$ cat src/rtl/ma_store_buffer.sv
// Memory-access-stage store buffer: a circular FIFO of pending stores that drains to data memory
// in idle cycles, forwards buffered data to loads, and stalls the pipeline when full.
module ma_store_buffer #(
  parameter int unsigned DEPTH = 4,
  parameter int unsigned AW    = 32,
  parameter int unsigned DW    = 32
) (
  input  logic                       clk,
  input  logic                       rst_n,
  input  logic                       isLd,
  input  logic                       isSt,
  input  logic [AW-1:0]              address,
  input  logic [DW-1:0]              data_in,
  output logic [DW-1:0]              data_out,
  output logic                       stall,
  output logic                       sb_empty,
  output logic [$clog2(DEPTH):0]     sb_count,
  output logic                       mem_isLd,
  output logic                       mem_isSt,
  output logic [AW-1:0]              mem_address,
  output logic [DW-1:0]              mem_data_in,
  input  logic [DW-1:0]              mem_data_out
);

  localparam int unsigned PW = (DEPTH > 1) ? $clog2(DEPTH) : 1;
  localparam int unsigned CW = $clog2(DEPTH) + 1;

  logic [AW-1:0]    addr_q [DEPTH];
  logic [DW-1:0]    data_q [DEPTH];
  logic [DEPTH-1:0] valid_q;
  logic [PW-1:0]    head_q, tail_q;
  logic [CW-1:0]    count_q;

  logic          full;
  logic          enq;
  logic          drain;
  logic          ld_act;
  logic          hit;
  logic [DW-1:0] fwd_data;

  always_comb begin
    full   = (count_q == CW'(DEPTH));
    enq    = rst_n & isSt & ~full;
    // Drain only when the port is free (idle) or to make room for a stalled store.
    drain  = rst_n & (count_q != '0) & ((~isLd & ~isSt) | (isSt & full));
    // A simultaneous load and store is treated as a store only.
    ld_act = rst_n & isLd & ~isSt;
    stall  = rst_n & isSt & full;
  end

  // Scan from oldest to youngest so the last matching entry wins.
  always_comb begin
    hit      = 1'b0;
    fwd_data = '0;
    for (int unsigned i = 0; i < DEPTH; i++) begin
      if ((CW'(i) < count_q) && valid_q[head_q + PW'(i)] &&
          (addr_q[head_q + PW'(i)] == address)) begin
        hit      = 1'b1;
        fwd_data = data_q[head_q + PW'(i)];
      end
    end
  end

  always_comb begin
    data_out    = '0;
    mem_isLd    = ld_act;
    mem_isSt    = drain;
    mem_address = '0;
    mem_data_in = '0;
    if (ld_act) begin
      data_out    = hit ? fwd_data : mem_data_out;
      mem_address = address;
    end else if (drain) begin
      mem_address = addr_q[head_q];
      mem_data_in = data_q[head_q];
    end
    sb_empty = ~rst_n | (count_q == '0);
    sb_count = count_q;
  end

  always_ff @(posedge clk) begin
    if (!rst_n) begin
      head_q  <= '0;
      tail_q  <= '0;
      count_q <= '0;
      valid_q <= '0;
    end else begin
      if (enq) begin
        valid_q[tail_q] <= 1'b1;
        tail_q          <= tail_q + 1'b1;
      end
      if (drain) begin
        valid_q[head_q] <= 1'b0;
        head_q          <= head_q + 1'b1;
      end
      count_q <= count_q + CW'(enq) - CW'(drain);
    end
  end

  // Payload storage needs no reset; valid bits and count qualify every read.
  always_ff @(posedge clk) begin
    if (enq) begin
      addr_q[tail_q] <= address;
      data_q[tail_q] <= data_in;
    end
  end

endmodule
$ cat config.mk
export PLATFORM = sky130hd
export DESIGN_NAME = ma_store_buffer
export DESIGN_NICKNAME = d
export VERILOG_FILES = /design/src/rtl/ma_store_buffer.sv
export SDC_FILE = /design/constraint.sdc
export NUM_CORES = 1
export LEC_CHECK = 0
export CAP_MARGIN = 10
export CORE_MARGIN = 3
export CORE_UTILIZATION = 55
export DETAILED_ROUTE_END_ITERATION = 8
export PLACE_DENSITY = 0.79
export SETUP_SLACK_MARGIN = 0.5
export SLEW_MARGIN = 5
export SYNTH_ARGS = -nofsm -noshare
export SYNTH_HDL_FRONTEND = slang
export SYNTH_SLANG_ARGS = --single-unit
$ cat constraint.sdc
create_clock -name clk -period 10.3 [get_ports clk]
set_input_delay 2.06 -clock clk [delete_from_list [all_inputs] [get_ports clk]]
set_output_delay 2.06 -clock clk [all_outputs]
set_load 0.02 [all_outputs]
==> results by group <==
Critical path
  – Setup CP Type: reg -> out
  – CP Data Required Time: 8.24 ns
  – Arrival time of the worst setup path: 7.06 ns
  – Type of element capturing the critical path: output port
  – Crit path max fanout: 149
  – Startpoint kind of the worst setup timing path: flop

Clocking
  – Maximum clock path buffer count: 3
  – Cts bufs inserted: 30
  – Clk_lat worst skew: 0.57 ns
  – Clock H-tree levels: 1
  – Clock sink count: 269
  – Number of buffers inserted for hold repair after clock tree synthesis: 0
  – Clock-pin transition on the worst setup and hold timing paths: 0.06 ns
  – Postcts setup bufs: 0
  – CTS tree: done
  – CTS Root Cell: sky130_fd_sc_hd__clkbuf_16
  – Post-CTS Resized: 0

Timing
  – Final Hold Viols: 0
  – Aggregate negative setup slack: 0 ns
  – Unrepaired setup endpoints after global routing: no
  – Highest clock frequency the design can meet: 110 MHz
  – Final slew viol count: 0
  – Fraction of the cycle the final worst path needs: 88.5%
  – Relative slew margins: 15.6%
  – Endpoints failing setup: 0
  – WHS: 0.589 ns
  – Actual transition at the worst max-transition pin: 1.27 ns
  – Minimum clock period after layout: 9.12 ns
  – Setup skew after layout: 0.0174 ns
  – PnR worst setup slack: 1.18 ns

Cells and area
  – Final core utilization: 65.3%
  – Fraction of layout instances using a drive strength above 1: 18.1%
  – Most common cell after layout, fill and taps aside: sky130_fd_sc_hd__edfxtp_1
  – Number of nets in the final layout: 1781
  – Commonest cells after routing, fill and taps aside: sky130_fd_sc_hd__edfxtp_1, sky130_fd_sc_hd__clkdlybuf4s50_1, sky130_fd_sc_hd__nor2_1
  – Finished layout cell area: 22000 µm²
  – Layout Area Growth over Synthesis: 16.6%
  – Count of non-filler cells in the finished layout: 2143

Route
  – Routed wirelength normalized by instance count: 27.5 µm
  – Iteration-0 DRC Markers: 1889
  – DR vias/cell: 6.97
  – 1st-pass router iterations: 8
  – Number of routed nets with antenna violations: 0
  – Count of unresolved DRC violations after routing: 0
  – Total number of vias: 14930
  – Final wirelength: 59000 µm

Global routing
  – All-Layer GR Usage: 31.8%
  – Vias in the first global route: 14675
  – Global-route wire length before repair: 89300 µm
  – Remaining global-route overflow: 0
  – Antenna violations before repair: 3
  – Largest net degree at the start of global routing: 150

Yosys
  – Multiplexer area fraction after synthesis: 26.1%
  – Post-synthesis simple-gate area fraction: 10.1%
  – Warnings, synthesis: 0
  – Sequential area share after synthesis: 42.1%
  – Xor/xnor cell area share of the yosys netlist: 4.46%
  – Post-synthesis sequential element count: 269
  – Dominant combinational cell family by area after synthesis: multiplexers
  – Post-Synthesis Cell Area: 18900 µm²
  – Dominant cells by area after synthesis: sky130_fd_sc_hd__edfxtp_1, sky130_fd_sc_hd__mux4_2, sky130_fd_sc_hd__mux2i_1, sky130_fd_sc_hd__o311a_1, sky130_fd_sc_hd__xnor2_1
  – Post-synthesis compound-gate area fraction: 11.2%
  – Post-Synthesis Cells: 1560
  – Area share of the largest cell type after synthesis: 40.7%
  – Top FF cell, synth: sky130_fd_sc_hd__edfxtp_1
  – Post-Syn Area per Cell: 12.1 µm²
  – Count of unique library cells instantiated by Yosys: 71
  – Synthesized Nets: 1673
  – Dominant cell type by area after synthesis: sky130_fd_sc_hd__edfxtp_1
  – Post-synth EDFFs: 256
  – Share of synthesized cell area in full adder, half adder and majority cells: 0.902%
  – Ys async rst share: 0%

Pwr
  – Max IR drop VDD: 0.000172 V
  – Clock share of power: 30.1%
  – Sequential group share of total power: 37.3%
  – Leakage power: 6.83 nW
  – Switching part of the total power: 33.0%
  – Pwr dens: 166 nW/µm²
  – Fraction of power consumed by combinational cells: 32.6%
  – Internal cell power: 2.45 mW
  – Power Total: 3.65 mW
  – Switching pwr: 1.20 mW

Placed design
  – Total of buffers placed on input and output ports: 202
  – Placed cell area: 21000 µm²
  – DP Wirelength: 38300 µm
  – Worst slack, placed: 1.65 ns
  – Placed cell count: 2084
  – Routability congestion estimate from global placement: 1.00

Run status
  – Status: completed

Floorplanning
  – Die ar.: 36600 µm²
  – Vert. Die Dim: 191 µm
  – Total number of placement rows: 67
  – I/O Pins: 203
  – Core Region: 33700 µm²
  – Starting density of the core: 56.0%
  – Horizontal die dimension: 191 µm

Run
  – Max-cap viol count: 0

Hold path
  – Path class of the lowest-slack min-delay path: reg -> reg
## path summary, 6_finish.rpt
kind | start | endpoint | slack, ns | depth (start not counted)
max | head_q[0] | data_out[3] | 1.18 | 11
min | tail_q[1] | tail_q[1] | 0.59 | 2
max reg2reg | sb_count[1] | sb_count[2] | 6.29 | 13
min reg2reg | tail_q[1] | tail_q[1] | 0.59 | 2
## routing by layer
| metal | up-vias | GRT usage, % | share of wire, % |
|---|---|---|---|
| li1 | 6363 | - | - |
| met1 | 7456 | 43.9 | 38 |
| met2 | 947 | 51.6 | 48 |
| met3 | 164 | 5.48 | 9.9 |
| met4 | 0 | 10.1 | 3.5 |
| met5 | - | 0 | 0 |
## state kept, by name, indices dropped and copies added, names as in the netlist, named ones only
name / count
addr_q: 128
data_q: 128
sb_count: 3
head_q: 2
tail_q: 2
valid_q: 4
## cell type report
cell class / instances / area [µm²]
Clock inverter: 24 / 241
Sequential cell: 269 / 7960
Tap cell: 448 / 561
Multi-Input combinational cell: 1082 / 10000
Antenna cell: 3 / 7.51
Inverter: 58 / 218
Fill cell: 2509 / 11700
Timing Repair Buffer: 227 / 2230
Clock buffer: 32 / 779
## kinds of logic (layout without fill, tap and decap cells)
group	after synthesis	count (layout)
buf+inv	209	341
xor+xnor	96	96
simple gates	373	373
fa+ha+maj	13	13
other cells	0	3
mux	318	318
flops	269	269
compound gates	282	282
## cells in the mapped netlist, types with 9 or more instances
library cell,n
sky130_fd_sc_hd__o22ai_1,20
sky130_fd_sc_hd__mux2i_1,137
sky130_fd_sc_hd__inv_1,57
sky130_fd_sc_hd__buf_6,9
sky130_fd_sc_hd__a21oi_1,50
sky130_fd_sc_hd__and2_1,11
sky130_fd_sc_hd__mux2_2,45
sky130_fd_sc_hd__nor2_1,152
sky130_fd_sc_hd__buf_1,19
sky130_fd_sc_hd__o311a_1,62
sky130_fd_sc_hd__xnor2_1,67
sky130_fd_sc_hd__xor2_1,29
sky130_fd_sc_hd__mux4_2,134
sky130_fd_sc_hd__nand2_1,74
sky130_fd_sc_hd__a22o_1,13
sky130_fd_sc_hd__nor3_1,17
sky130_fd_sc_hd__clkbuf_1,77
sky130_fd_sc_hd__nand4_1,44
sky130_fd_sc_hd__edfxtp_1,256
sky130_fd_sc_hd__ha_1,12
sky130_fd_sc_hd__o211ai_1,44
sky130_fd_sc_hd__dfxtp_1,13
sky130_fd_sc_hd__buf_2,34
sky130_fd_sc_hd__buf_4,9
sky130_fd_sc_hd__nor3_2,32
sky130_fd_sc_hd__o21ai_0,28
## critical path, stage by stage (launching register included)
cell	delay [ns]
sky130_fd_sc_hd__dfxtp_4	0.64
sky130_fd_sc_hd__buf_12	0.70
sky130_fd_sc_hd__buf_4	0.80
sky130_fd_sc_hd__mux4_2	0.61
sky130_fd_sc_hd__xor2_1	0.50
sky130_fd_sc_hd__a31oi_1	0.09
sky130_fd_sc_hd__and4_1	0.26
sky130_fd_sc_hd__nand4b_1	0.54
sky130_fd_sc_hd__nand4_4	0.86
sky130_fd_sc_hd__o2111a_1	0.49
sky130_fd_sc_hd__a21o_1	0.18
sky130_fd_sc_hd__clkdlybuf4s50_1	0.54
## power groups by stage
stage	Combinational [mW]	Sequential [mW]	Clock [mW]
floorplan	0.855	1.34	0
global placement	1.16	1.38	0
detailed placement	1.17	1.38	0
CTS	1.18	1.36	1.11
global route	1.26	1.37	1.15
finish	1.19	1.36	1.10
(Power assumes the default switching activity.)
